File: config.mk
export PLATFORM = sky130hd
export DESIGN_NAME = fetch_sequencer_flat
export DESIGN_NICKNAME = d
export VERILOG_FILES = /design/src/rtl/fetch_sequencer_if.sv /design/src/rtl/fetch_sequencer.sv /design/src/flat_wrapper.sv
export SDC_FILE = /design/constraint.sdc
export NUM_CORES = 1
export LEC_CHECK = 0
export BUFFER_PORTS_ARGS = -buffer_cell sky130_fd_sc_hd__buf_2
export CAP_MARGIN = 20
export CORE_MARGIN = 1
export CORE_UTILIZATION = 62
export CTS_CLUSTER_SIZE = 20
export DETAILED_ROUTE_END_ITERATION = 6
export GPL_TIMING_DRIVEN = 0
export PLACE_DENSITY = 0.89
export SLEW_MARGIN = 20
export SYNTH_ARGS = -nofsm -noshare
export SYNTH_HDL_FRONTEND = slang
export SYNTH_SLANG_ARGS = --single-unit
File: constraint.sdc
create_clock -name clock -period 7.1 [get_ports clock]
set_input_delay 0.71 -clock clock [delete_from_list [all_inputs] [get_ports clock]]
set_output_delay 0.71 -clock clock [all_outputs]
set_load 0.01 [all_outputs]
File: src/rtl/fetch_sequencer_if.sv
// Bus bundle between the fetch sequencer, the instruction RAM and the
// decode/execute consumer.
//
// master: the fetch sequencer. It drives the RAM address and the head
//         instruction, and receives RAM data, consumer ready and redirects.
// slave:  the RAM and consumer side, which drives the opposite directions.
interface fetch_sequencer_if #(
    parameter int ADDR_W  = 8,
    parameter int INSTR_W = 16
);
    logic [ADDR_W-1:0]  iram_address;
    logic [INSTR_W-1:0] iram_q;
    logic [INSTR_W-1:0] instr;
    logic [ADDR_W-1:0]  instr_pc;
    logic               instr_valid;
    logic               instr_ready;
    logic               redirect_valid;
    logic [ADDR_W-1:0]  redirect_addr;

    modport master (
        output iram_address,
        input  iram_q,
        output instr,
        output instr_pc,
        output instr_valid,
        input  instr_ready,
        input  redirect_valid,
        input  redirect_addr
    );

    modport slave (
        input  iram_address,
        output iram_q,
        input  instr,
        input  instr_pc,
        input  instr_valid,
        output instr_ready,
        output redirect_valid,
        output redirect_addr
    );
endinterface

File: src/rtl/fetch_sequencer.sv
// Instruction-fetch controller. It owns the PC, issues one RAM read per cycle
// while credit allows, hides the RAM's 1-cycle read latency behind a 3-entry
// FIFO, and stops fetching once the halt opcode has been captured.
//
// state  | meaning
// IDLE   | after reset; waiting for start
// RUN    | issuing reads and capturing words
// DRAIN  | halt word captured; delivering the remaining buffered words
// HALTED | halt word accepted; waiting for start
module fetch_sequencer #(
    parameter int               ADDR_W      = 8,
    parameter int               INSTR_W     = 16,
    parameter logic [3:0]       HALT_OPCODE = 4'hF,
    parameter logic [ADDR_W-1:0] START_ADDR = '0
) (
    input  logic              clock,
    input  logic              reset_n,
    input  logic              start,
    fetch_sequencer_if.master bus,
    output logic              busy,
    output logic              halted
);

    typedef enum logic [1:0] {IDLE, RUN, DRAIN, HALTED} state_t;

    state_t state, state_next;

    logic [ADDR_W-1:0]  pc;
    // s0: address presented to the RAM this cycle; s1: its data is on iram_q
    logic               s0_valid, s1_valid;
    logic [ADDR_W-1:0]  s0_pc, s1_pc;

    logic [INSTR_W-1:0] fifo_data [3];
    logic [ADDR_W-1:0]  fifo_pc   [3];
    logic [1:0]         rd_ptr, wr_ptr, count;

    logic               pop, do_start, do_redirect, capture, halt_cap;
    logic               halt_accept, issue;
    logic [2:0]         outstanding;
    logic [ADDR_W-1:0]  load_addr;

    function automatic logic [1:0] ptr_inc(input logic [1:0] p);
        return (p == 2'd2) ? 2'd0 : p + 2'd1;
    endfunction

    // Control decode shared by the FSM and the datapath.
    // A same-cycle pop frees its slot, so credit counts it to keep 1 word/cycle.
    always_comb begin
        pop         = (count != 2'd0) && bus.instr_ready;
        do_start    = start && (state == IDLE || state == HALTED);
        do_redirect = bus.redirect_valid && (state == RUN || state == DRAIN);
        load_addr   = do_start ? START_ADDR : bus.redirect_addr;
        capture     = (state == RUN) && !do_redirect && s1_valid;
        halt_cap    = capture && (bus.iram_q[INSTR_W-1 -: 4] == HALT_OPCODE);
        halt_accept = (state == DRAIN) && pop && (count == 2'd1);
        outstanding = {1'b0, count} + {2'b00, s0_valid} + {2'b00, s1_valid}
                      - {2'b00, pop};
        issue       = (state == RUN) && !do_redirect && !halt_cap
                      && (outstanding < 3'd3);
    end

    // State register.
    always_ff @(posedge clock or negedge reset_n) begin
        if (!reset_n) state <= IDLE;
        else          state <= state_next;
    end

    // Next-state logic; a redirect overrides both halt capture and halt accept.
    always_comb begin
        state_next = state;
        case (state)
            IDLE:    if (do_start) state_next = RUN;
            RUN:     if (do_redirect) state_next = RUN;
                     else if (halt_cap) state_next = DRAIN;
            DRAIN:   if (do_redirect) state_next = RUN;
                     else if (halt_accept) state_next = HALTED;
            HALTED:  if (do_start) state_next = RUN;
            default: state_next = IDLE;
        endcase
    end

    // State-derived outputs and the registered FIFO head.
    always_comb begin
        busy            = (state == RUN) || (state == DRAIN);
        halted          = (state == HALTED);
        bus.instr_valid = (count != 2'd0);
        bus.instr       = fifo_data[rd_ptr];
        bus.instr_pc    = fifo_pc[rd_ptr];
    end

    // PC, read pipeline tags and FIFO. Start/redirect flush everything and
    // present the new target address on the same edge.
    always_ff @(posedge clock or negedge reset_n) begin
        if (!reset_n) begin
            bus.iram_address <= START_ADDR;
            pc               <= '0;
            s0_valid         <= 1'b0;
            s1_valid         <= 1'b0;
            s0_pc            <= '0;
            s1_pc            <= '0;
            rd_ptr           <= '0;
            wr_ptr           <= '0;
            count            <= '0;
            for (int i = 0; i < 3; i++) begin
                fifo_data[i] <= '0;
                fifo_pc[i]   <= '0;
            end
        end else if (do_start || do_redirect) begin
            bus.iram_address <= load_addr;
            pc               <= load_addr + 1'b1;
            s0_valid         <= 1'b1;
            s0_pc            <= load_addr;
            s1_valid         <= 1'b0;
            rd_ptr           <= '0;
            wr_ptr           <= '0;
            count            <= '0;
        end else begin
            if (issue) begin
                bus.iram_address <= pc;
                pc               <= pc + 1'b1;
                s0_pc            <= pc;
            end
            s0_valid <= issue;
            // words still in flight behind the halt word are dropped
            s1_valid <= s0_valid && !halt_cap;
            s1_pc    <= s0_pc;
            if (capture) begin
                fifo_data[wr_ptr] <= bus.iram_q;
                fifo_pc[wr_ptr]   <= s1_pc;
                wr_ptr            <= ptr_inc(wr_ptr);
            end
            if (pop) rd_ptr <= ptr_inc(rd_ptr);
            count <= count + {1'b0, capture} - {1'b0, pop};
        end
    end

endmodule
File: src/flat_wrapper.sv
// flat-port wrapper written by rule: the top's interface ports become plain ports
module fetch_sequencer_flat 
#(
    parameter int               ADDR_W      = 8,
    parameter int               INSTR_W     = 16,
    parameter logic [3:0]       HALT_OPCODE = 4'hF,
    parameter logic [ADDR_W-1:0] START_ADDR = '0
)
  (clock, reset_n, start, busy, halted, bus_iram_address, bus_iram_q, bus_instr, bus_instr_pc, bus_instr_valid, bus_instr_ready, bus_redirect_valid, bus_redirect_addr);
  fetch_sequencer_if #(.ADDR_W(ADDR_W), .INSTR_W(INSTR_W)) bus_i ();
  input  logic clock;
  input  logic reset_n;
  input  logic start;
  output logic busy;
  output logic halted;
  output wire logic [$bits(bus_i.iram_address)-1:0] bus_iram_address;
  input wire logic [$bits(bus_i.iram_q)-1:0] bus_iram_q;
  output wire logic [$bits(bus_i.instr)-1:0] bus_instr;
  output wire logic [$bits(bus_i.instr_pc)-1:0] bus_instr_pc;
  output wire logic [$bits(bus_i.instr_valid)-1:0] bus_instr_valid;
  input wire logic [$bits(bus_i.instr_ready)-1:0] bus_instr_ready;
  input wire logic [$bits(bus_i.redirect_valid)-1:0] bus_redirect_valid;
  input wire logic [$bits(bus_i.redirect_addr)-1:0] bus_redirect_addr;
  assign bus_iram_address = bus_i.iram_address;
  assign bus_i.iram_q = bus_iram_q;
  assign bus_instr = bus_i.instr;
  assign bus_instr_pc = bus_i.instr_pc;
  assign bus_instr_valid = bus_i.instr_valid;
  assign bus_i.instr_ready = bus_instr_ready;
  assign bus_i.redirect_valid = bus_redirect_valid;
  assign bus_i.redirect_addr = bus_redirect_addr;
  fetch_sequencer #(.ADDR_W(ADDR_W), .INSTR_W(INSTR_W), .HALT_OPCODE(HALT_OPCODE), .START_ADDR(START_ADDR)) u_core (.clock(clock), .reset_n(reset_n), .start(start), .bus(bus_i), .busy(busy), .halted(halted));
endmodule
# Yosys cells after proc, flatten, opt, wreduce, memory -nomap -nowiden

Cells that the tools add are included.

Add/sub/neg operators: 9
$lt $le $gt $ge: 4
Equal/unequal tests: 10
Mux-type cells: 32
Bitwise gates (word level): 3
Reductions and logical operators: 25

Operator list:

| operator              | count |
|---|---|
| $mux W8               | 8 |
| $bwmux W48            | 1 |
| $mux W16              | 3 |
| $bmux W16 S2          | 1 |
| $demux W16 S2         | 1 |
| $bwmux W24            | 1 |
| $mux W2               | 12 |
| $add A8 B1 Y8 const B | 2 |
| $bmux W8 S2           | 1 |
| $demux W8 S2          | 1 |
| $logic_and A1 B1 Y1   | 12 |
| $eq A2 B2 Y1 const B  | 4 |
| $reduce_bool A2 Y1    | 4 |
| $ge A3 B3 Y1 const B  | 2 |
| $ne A3 B1 Y1 const B  | 2 |
| $not A2 Y3            | 2 |
| $pmux W2 S3           | 1 |
| $add A2 B1 Y2 const B | 2 |
| $eq A2 B1 Y1 const B  | 2 |
| $eq A4 B4 Y1 const B  | 1 |
| $add A2 B1 Y3         | 1 |
| $add A3 B1 Y3         | 1 |
| $logic_or A1 B1 Y1    | 3 |
| $lt A3 B1 Y1 const B  | 1 |
| 12 further kinds      | 14 |

Flip-flop bits (word level): 106
Input port bits: 29
Output and inout bits: 35

# Depth between registers and ports, before layout

Gate-level depths: netlist (run 1).

Word-level depth: 12
Gate-level depth with buffers: 12

# Worst setup path before layout (run 1)

No wires, ideal clock.

Path kind: reg-to-reg
From: reg u_core.count[0]
To: reg u_core.pc[1]
Setup time: 0.125 ns
Arrival time: 3.253 ns
Required time: 6.975 ns
Path slack: 3.722 ns
Stages on the path, launching flop included: 12
Clock period less this slack: 3.378 ns
Cell sequence: dfrtp_1 or2_2 nand2_1 inv_1 ha_1 fa_1 inv_1 fa_1 nor2b_1 o41ai_1 buf_2 mux2_2

Cells in the longest elaborated chain, start to end: 6
Elaborated cells on any way between the ends: 8

RTL lines:

| element                             | line                   | source |
|---|---|---|
| start, declared                     | fetch_sequencer.sv:35  | `logic [1:0] rd_ptr, wr_ptr, count;` |
| start signal, assigned              | fetch_sequencer.sv:133 | `count <= count + {1'b0, capture} - {1'b0, pop};` |
| $reduce_bool A2 Y1                  | --                     |  |
| named net bus_instr_valid           | flat_wrapper.sv:20     | `output wire logic [$bits(bus_i.instr_valid)-1:0] bus_instr_valid;` |
| $logic_and A1 B1 Y1                 | fetch_sequencer.sv:49  | `pop = (count != 2'd0) && bus.instr_ready;` |
| $sub A3 B1 Y3                       | fetch_sequencer.sv:57  | `- {2'b00, pop};` |
| $lt A3 B2 Y1                        | fetch_sequencer.sv:59  | `&& (outstanding < 3'd3);` |
| $logic_and A1 B1 Y1                 | fetch_sequencer.sv:59  |  |
| $reduce_bool A2 Y1 (no source line) | --                     |  |
| end signal, assigned                | fetch_sequencer.sv:110 | `pc <= load_addr + 1'b1;` |
| end signal, assigned                | fetch_sequencer.sv:120 | `pc <= pc + 1'b1;` |
| end, declared                       | fetch_sequencer.sv:28  | `logic [ADDR_W-1:0] pc;` |

The timed path passes the listed nets, and every way through them passes these cells.
A chain may end at the register's enable or synchronous reset.

# Worst setup path after layout (run 1)

From: reg u_core.count[0]
To: reg u_core.bus.iram_address[2]

Cells in the longest elaborated chain, start to end: 6
Elaborated cells on any way between the ends: 8

RTL lines:

| element                                                     | line                                         | source |
|---|---|---|
| $add A2 B1 Y3 / $reduce_bool A2 Y1 (equally long branches)  | fetch_sequencer.sv:56, fetch_sequencer.sv:49 |  |
| $add A3 B1 Y3 / $logic_and A1 B1 Y1 (equally long branches) | fetch_sequencer.sv:56, fetch_sequencer.sv:49 |  |
| $sub A3 B1 Y3 (*)                                           | fetch_sequencer.sv:57                        |  |
| $lt A3 B2 Y1 (*)                                            | fetch_sequencer.sv:59                        |  |
| $logic_and A1 B1 Y1 (*)                                     | fetch_sequencer.sv:59                        |  |
| $reduce_bool A2 Y1 (no source line) (*)                     | --                                           |  |
| end signal, assigned                                        | fetch_sequencer.sv:109                       | `bus.iram_address <= load_addr;` |
| end signal, assigned                                        | fetch_sequencer.sv:119                       | `bus.iram_address <= pc;` |
| end, declared                                               | fetch_sequencer_if.sv:21                     | `output iram_address,` |

Every way passes the cells marked *; elsewhere a longest branch is shown, timed or not.

==> run metrics, run 1 <==
status completed; Seq cells post-synth 106; RSZ-0062 raised after global routing false; setup TNS 0 ns; placed instance area about 5400 um^2; Max Clock Skew about 0.019 ns; pre-CTS setup slack between 3 and 4 ns; Detail Route Antenna Nets 0; HP Class in2async; reg-to-reg endpoint u_core.bus.iram_address[2]; worst skew pair latency 0.39 ns; most common cell in the netlist dfrtp_1; P&R area growth vs syn 13.2%; Worst Slack Setup Final roughly 3.2 ns; post-CTS setup repair buffer count 0; Avg Vias per Cell 5.81; CP arrival just over 4 ns; Crit path largest cell delay ~0.66 ns; leak pwr around 2.7 nW; # hold bufs at CTS 0; crit share post-route 0.545; WL per Instance around 17 um; DIE WIDTH 91.6 um; Reg area roughly 2700 um^2; xor/xnor cell area share of the yosys netlist 0.0106; Port Buf Inserts just over 60; Vias around 3500; vias in the first global route roughly 3600; final-stage net count approximately 540; Min Clock Period, post-route just under 4 ns; CP cell instances or2_2 -> nand2_1 -> inv_1 -> ha_1 -> fa_1 -> inv_1 -> fa_1 -> nor2b_1 -> o41ai_1 -> buf_2 -> buf_2 -> a21oi_1; area taken by multi-input logic gates between 2000 and 2500 um^2; Total GRT Usage 0.272; initial antenna violation count 0; power density cells around 400 nW/um^2; asr flop ratio synth 1.00; Syn Std Cell Area around 5000 um^2; Worst Setup End Kind flip-flop; number of CTS-inserted buffers 9; Final Max Slew Viols 0; drt first-iter violations between 150 and 200; CTS root buffer clkbuf_8; number of clock sinks around 110; HPWL after DPL 7250 um; Syn Inst Count between 400 and 500; Relative slew margins 0.437; final setup fails 0; Final Hold Viols 0; post-CTS sizing 0; fmax around 260 MHz; WP data required 7.35 ns; max_cap viols 0; core area between 7000 and 8000 um^2; H-tree depth 3; GPL Wtd Cong between 0.7 and 0.8; synth warn 0; largest family of logic cells by synthesized area multiplexers; Adder-Cell Fraction of Synth Area 0.0282; Netlist cell types 42; Compound-Gate Fraction of Synth Area 0.0767; Synth top area share 0.533; CP startpoint u_core.count[0]; global-route wire length before repair between 15000 and 20000 um; worst vdd ir ~0.25 mV; CTS tree done; DRC Markers 0; clk buf depth 2; Worst setup SP type flip-flop; pin count of the biggest net entering global routing 66; total congestion overflow 0; Tightest Pin Transition 0.845 ns; peak fanout along the critical path 10; # rows 32; Die ar. about 8400 um^2; Yosys top cell by area dfrtp_1; number of synthesized flops with an enable pin 0; share of cells above drive strength 1 0.329; Final Cell Area roughly 5600 um^2; syn_nets between 400 and 500; mean post-synth cell area approximately 12 um^2; prevailing post-synth register cell dfrtp_1; mux cell area share after synthesis 0.230; Worst Reg-to-Reg Cells 12; Initial Util 0.644; synth cell count leaders dfrtp_1 (106), mux2_2 (74), nand2_1 (55); RR Startpoint u_core.count[0]; number of fill cells in the layout around 500; Die Height between 90 and 100 um; Post-Synth Simple-Gate Area 0.0863; DRT Pass-1 Iters 4; CP max stage cell o41ai_1; Crit Path Class reg2reg; register area share after synthesis 0.533; clock slew at reported path FFs about 0.11 ns; ant diodes 0; worst reg2reg setup slack around 3.2 ns; synth top area cells dfrtp_1 (53%), mux2_2 (17%), mux2i_1 (5.8%); I/O pin count between 60 and 70; detailed-route wire length between 10000 and 15000 um
final cells by class:
type	count	area share
flip-flops and latches	106	0.471
multi-input cells	278	0.382
clock buffers	9	0.0220
well taps	102	0.0227
inverters	18	0.0120
repair buffers	63	0.0611
clock inverters	7	0.0107
plain buffers	23	0.0184
logic make-up (layout without fill, tap and decap cells):
group                      count (synthesis)  count (layout)
xor gates and xnor gates                   6               6
AOI/OAI and AO/OA                         62              62
buffers and inverters                     41             120
DFF                                      106             106
muxes                                    104             104
and+or+nand+nor                           96              96
adders and majority gates                 10              10
how the worst max path moves through the flow:
stage / end / depth (start not counted) / slack (ns)
2_1_floorplan: u_core.pc[1] / 11 / 3.72
3_3_place_gp: u_core.bus.iram_address[6] / 12 / 3.25
3_5_place_dp: u_core.bus.iram_address[6] / 12 / 3.17
4_1_cts: u_core.bus.iram_address[2] / 12 / 3.26
5_1_grt: u_core.pc[2] / 12 / 3.01
6_report: u_core.bus.iram_address[2] / 12 / 3.23
state kept, by name, indices dropped and copies added, names as in the netlist:
signal	flops
u_core.state	2
u_core.wr_ptr	2
u_core.fifo_data	48
u_core.s1_valid	1
u_core.bus.iram_address	8
u_core.count	2
u_core.s0_valid	1
u_core.rd_ptr	2
u_core.s1_pc	8
u_core.fifo_pc	24
u_core.pc	8
per-stage QoR:
stage          cells  power (mW)  hold slack, ns  utilization
2_1_floorplan    425        1.61           0.414            -
3_3_place_gp     589        1.86           0.482        0.700
3_5_place_dp     590        1.93           0.493        0.705
4_1_cts          606        2.28           0.234        0.728
5_1_grt          606        2.43           0.258        0.728
6_report         606        2.28           0.238        0.728
worst max-delay path, delay by kind of cell (launching register included):
kind | cells | cell delay [ns]
buffers and inverters | 4 | 0.78
AOI/OAI and AO/OA | 2 | 0.76
DFF | 1 | 0.41
adders and majority gates | 3 | 1.11
and+or+nand+nor | 3 | 0.68
routing by layer:
metal,wire length [um],up-vias,track usage
li1,-,1612,-
met1,4550,1805,0.355
met2,5190,84,0.443
met3,366,20,0.0394
met4,295,0,0.140
met5,0,-,0
power breakdown:
part | switching, mW | internal (mW)
combinational | 0.536 | 0.442
sequential | 0.132 | 0.815
clock | 0.218 | 0.134
cell usage in the layout (no fill, tap or decap), types with 3 or more instances in the layout:
cell type	instances
buf_1	5
nor2_1	18
o21ai_0	31
clkbuf_1	13
nand3b_1	3
mux2_2	74
dfrtp_1	106
nand2_1	55
nor2b_1	5
ha_1	8
a22oi_2	4
xnor2_1	6
a21oi_1	13
mux2i_1	29
inv_1	18
nor3_1	4
buf_2	63
clkbuf_8	9
No activity file was read; power rests on OpenSTA's default activity.
==> inputs of run 2 (changes only) <==
Settings changed: CORE_UTILIZATION 62 to 58, PLACE_DENSITY 0.89 to 0.84.
Clock period 7.1 ns to 3.8 ns, I/O delays scaled along.
==> run 2 against run 1 <==
Global-route usage shrank 2.2 points. Count of clock-buffer cells in the layout is the same. Largest power group unchanged. Clock skew shrank 0.0092 ns.
==> run metrics, run 2 (synthesis gave the netlist of run 1 again) <==
HPWL after DPL approximately 7200 um; commonest non-fill, non-tap cells in the layout dfrtp_1 (106), mux2_2 (74), buf_2 (63); # rows 33; WHS about 0.27 ns; number of fill cells in the layout between 600 and 700; Relative slew margins 0.448; H-tree depth 3; status completed; Min Clock Period, post-route about 3.5 ns; DIE WIDTH approximately 95 um; final setup fails 0; Reg area approximately 2700 um^2; max_cap viols 0; GPL Wtd Cong about 0.79; CP arrival approximately 3.8 ns; Initial Util 0.602; Largest regs u_core.fifo_data x48, u_core.fifo_pc x24; WP data required between 4 and 5 ns; worst skew pair latency between 0.3 and 0.4 ns; crit share post-route 0.927; Avg Vias per Cell 5.59; Port Buf Inserts between 60 and 70; leak pwr 2.74 nW; number of clock sinks around 110; total congestion overflow 0; Tightest Pin Transition 0.828 ns; Die Height 94.6 um; DRT Pass-1 Iters 4; Worst Setup End Kind flip-flop; detailed-route wire length 10200 um; DRC Markers 0; final-stage net count 539; worst vdd ir between 0.4 and 0.5 mV; HP Class in2reg; initial antenna violation count 0; Vias 3408; final design utilization 0.685; Final Hold Viols 0; setup TNS 0 ns; Worst setup SP type flip-flop; Die ar. just under 9000 um^2; CTS root buffer clkbuf_8; CTS tree done; P&R area growth vs syn 13.7%; WL per Instance roughly 17 um; vias in the first global route around 3500; number of CTS-inserted buffers 9; peak fanout along the critical path 10; Crit Path Class reg2reg; Largest register FFs 48; global-route wire length before repair roughly 17000 um; Reg with most FFs u_core.fifo_data; Max Clock Skew about 0.0094 ns; share of cells above drive strength 1 0.331; pin count of the biggest net entering global routing around 70; Final Max Slew Viols 0; clock slew at reported path FFs roughly 0.1 ns; most common cell after layout, fill and taps aside dfrtp_1; fmax 284 MHz; RSZ-0062 raised after global routing false; Total GRT Usage 0.250; core area 8260 um^2; ant diodes 0; clk buf depth 2; Detail Route Antenna Nets 0; area taken by multi-input logic gates 2170 um^2; power density cells 750 nW/um^2; drt first-iter violations 144; I/O pin count 64
-- run 2: cell count changes in the layout (fill, tap and decap cells not counted), sizes merged --
cell         change
dlygate4sd3      +1
inv              -1
clkinvlp         -1
clkinv           +2
-- run 2: layer usage --
layer / share of wire / GRT usage / up-vias
met5: 0 / 0 / -
met4: 0.011 / 0.0669 / 0
met3: 0.041 / 0.0459 / 12
met2: 0.50 / 0.411 / 84
met1: 0.44 / 0.343 / 1701
li1: - / - / 1611
-- run 2: final timing paths --
check | startpoint | end | slack (ns) | depth (start not counted)
min in group asynchronous | reset_n | u_core.pc[3] | 0.49 | 2
min | bus_iram_q[10] | u_core.fifo_data[42] | 0.27 | 2
max in group asynchronous | reset_n | u_core.rd_ptr[0] | 2.68 | 3
min reg2reg | u_core.fifo_pc[16] | u_core.fifo_pc[16] | 0.51 | 1
max | u_core.count[1] | u_core.bus.iram_address[2] | 0.28 | 12
max reg2reg | u_core.count[1] | u_core.bus.iram_address[2] | 0.28 | 12
-- run 2: power breakdown --
group	switching (mW)	internal, mW
combinational	1.00	0.839
clock	0.394	0.243
sequential	0.240	1.52
-- run 2: cell type report --
type                            instances  share of cell area
Clock buffer                            9              0.0219
Multi-Input combinational cell        278               0.383
Buffer                                 23              0.0184
Timing Repair Buffer                   64              0.0626
Sequential cell                       106               0.469
Clock inverter                          7             0.00929
Tap cell                              105              0.0232
Inverter                               18              0.0119
-- run 2: metrics by stage --
step                      std cells  setup slack (ns)  total power, mW  cell area [um^2]
after floorplan                 425             0.422             3.01              4970
after global placement          592            0.0501             3.48              5420
after detailed placement        593           -0.0521             3.60              5450
after CTS                       610             0.175             4.24              5640
after global routing            610            0.0592             4.56              5650
final                           610             0.278             4.24              5650
-- run 2: timing repair --
action / CTS / global route
hold buffers: 1 / 0
gates resized for setup: 1 / 1
setup endpoints to repair: 10 / 7
gates cloned: 0 / 0
hold endpoints to repair: 36 / 0
setup buffers: 0 / 0
-- run 2: worst max-delay path, stage by stage, from the launching register on --
cell and delay, ns:
dfrtp_1 0.41, or2_2 0.30, nand2_1 0.19, inv_1 0.10
ha_1 0.31, fa_1 0.42, inv_1 0.08, fa_1 0.38
nor2b_1 0.17, o41ai_4 0.40, buf_2 0.29, buf_2 0.26
a21oi_1 0.10
==> inputs of run 3 (changes only) <==
Settings changed: CORE_UTILIZATION 58 to 62, PLACE_DENSITY 0.84 to 0.89.
Clock period 3.8 ns to 4.5 ns, I/O delays scaled along.
==> run 3 against run 2 <==
Power fell by 15%. Worst setup slack improved by 0.35 ns. Final area decreased by 0.27%. Cell count decreased by 0.49%. Global-route usage up 2.2 points. First-iteration DRC count is 14% higher. Critical path depth stayed put. Utilization rose by 4.5 points. Critical path type unchanged. Largest cell class unchanged.
==> run metrics, run 3 (synthesis gave the netlist of run 1 again) <==
status completed; commonest non-fill, non-tap cells in the layout dfrtp_1 (106), mux2_2 (74), buf_2 (63); final-stage net count roughly 540; Die Height 91.6 um; vias in the first global route roughly 3600; clk buf depth 2; Largest register FFs 48; Largest regs u_core.fifo_data x48, u_core.fifo_pc x24; H-tree depth 3; max_cap viols 0; Detail Route Antenna Nets 0; power density cells 637 nW/um^2; number of CTS-inserted buffers 9; GPL Wtd Cong just under 0.8; Total GRT Usage 0.272; P&R area growth vs syn 13.4%; Min Clock Period, post-route between 3 and 4 ns; setup TNS 0 ns; Tightest Pin Transition around 0.84 ns; fmax about 260 MHz; I/O pin count 64; Final Cell Area between 5000 and 6000 um^2; initial antenna violation count 0; Reg with most FFs u_core.fifo_data; number of clock sinks 106; RSZ-0062 raised after global routing false; pin count of the biggest net entering global routing 66; Hold Startpoint bus_iram_q[11]; Port Buf Inserts between 60 and 70; HPWL after DPL approximately 7300 um; placed instance area about 5400 um^2; detailed-route wire length ~10000 um; worst vdd ir just under 0.4 mV; ant diodes 0; Cells on Worst Hold Path 2; drt first-iter violations 164; crit share post-route 0.861; Final Max Slew Viols 0; Hold Crit Endpoint u_core.fifo_data[27]; Avg Vias per Cell 5.79; Die ar. 8380 um^2; clock slew at reported path FFs ~0.11 ns; core area 7730 um^2; reg-to-reg endpoint u_core.bus.iram_address[2]; total congestion overflow 0; CTS tree done; global-route wire length before repair 17300 um; final setup fails 0; Final Hold Viols 0; DRT Pass-1 Iters 4; CTS root buffer clkbuf_8; Worst Reg-to-Reg Cells 12; Worst Setup End Kind flip-flop; worst reg2reg setup slack between 0.6 and 0.7 ns; WP data required 4.75 ns; worst skew pair latency around 0.4 ns; share of cells above drive strength 1 0.329; CP arrival approximately 4.1 ns; RR Startpoint u_core.count[0]; most common cell after layout, fill and taps aside dfrtp_1; DRC Markers 0; CP max stage cell o41ai_1; Initial Util 0.644; Crit Path Class reg2reg; leak pwr between 2 and 3 nW; WP buf/inv 4; # rows 32; Crit path largest cell delay between 0.6 and 0.7 ns; WL per Instance between 15 and 20 um; peak fanout along the critical path 10; HP Class in2reg; Worst setup SP type flip-flop; Vias 3516; Max Clock Skew between 0.015 and 0.02 ns; post-CTS setup repair buffer count 0; crit-path leading delay family adder cells; CP cell instances or2_2 -> nand2_1 -> inv_1 -> ha_1 -> fa_1 -> inv_1 -> fa_1 -> nor2b_1 -> o41ai_1 -> buf_2 -> buf_2 -> a21oi_1; DIE WIDTH between 90 and 100 um; Relative slew margins 0.438
## run 3: through the flow
stage / utilization / hold WS (ns) / std cells / power [mW] / setup WS [ns]
6_report: 0.730 / 0.318 / 607 / 3.59 / 0.625
5_1_grt: 0.730 / 0.319 / 607 / 3.84 / 0.406
4_1_cts: 0.730 / 0.303 / 607 / 3.60 / 0.661
3_5_place_dp: 0.705 / 0.400 / 590 / 3.04 / 0.682
3_3_place_gp: 0.700 / 0.482 / 589 / 2.94 / 0.766
2_1_floorplan: - / 0.154 / 425 / 2.54 / 1.12
## run 3: routing by layer
metal	share of wire	wire, um	up-vias	track usage
met2	0.50	5160	94	0.443
li1	-	-	1616	-
met1	0.44	4540	1780	0.355
met4	0.031	320	0	0.140
met5	0	0	-	0
met3	0.036	373	26	0.0394
## run 3: worst max-delay path by stage
| stage | startpoint | endpoint | slack, ns | cells after the start |
|---|---|---|---|---|
| global placement | u_core.count[0] | u_core.bus.iram_address[6] | 0.77 | 12 |
| global route | u_core.count[0] | u_core.pc[2] | 0.41 | 12 |
| CTS | u_core.count[0] | u_core.bus.iram_address[2] | 0.66 | 12 |
| finish | u_core.count[0] | u_core.bus.iram_address[2] | 0.62 | 12 |
| floorplan | u_core.count[0] | u_core.pc[1] | 1.12 | 11 |
| detailed placement | u_core.count[0] | u_core.bus.iram_address[6] | 0.68 | 12 |
## run 3: cell type report
cell class              instances  area (um^2)
repair buffers                 64          354
clock inverters                 7         60.1
plain buffers                  23          104
inverters                      18         67.6
fillers                       513         2090
multi-input cells             278         2150
flip-flops and latches        106         2650
well taps                     102          128
clock buffers                   9          124
## run 3: repair_timing
action / 4_1_cts / 5_1_grt
hold buffers: 1 / 0
hold endpoints to repair: 41 / 0
gates resized for setup: 0 / 0
## run 3: report_power, final
| group | leakage, nW | switching (mW) | internal (mW) |
|---|---|---|---|
| clock network | 0.0897 | 0.343 | 0.211 |
| registers | 1.37 | 0.208 | 1.29 |
| logic | 1.27 | 0.847 | 0.698 |
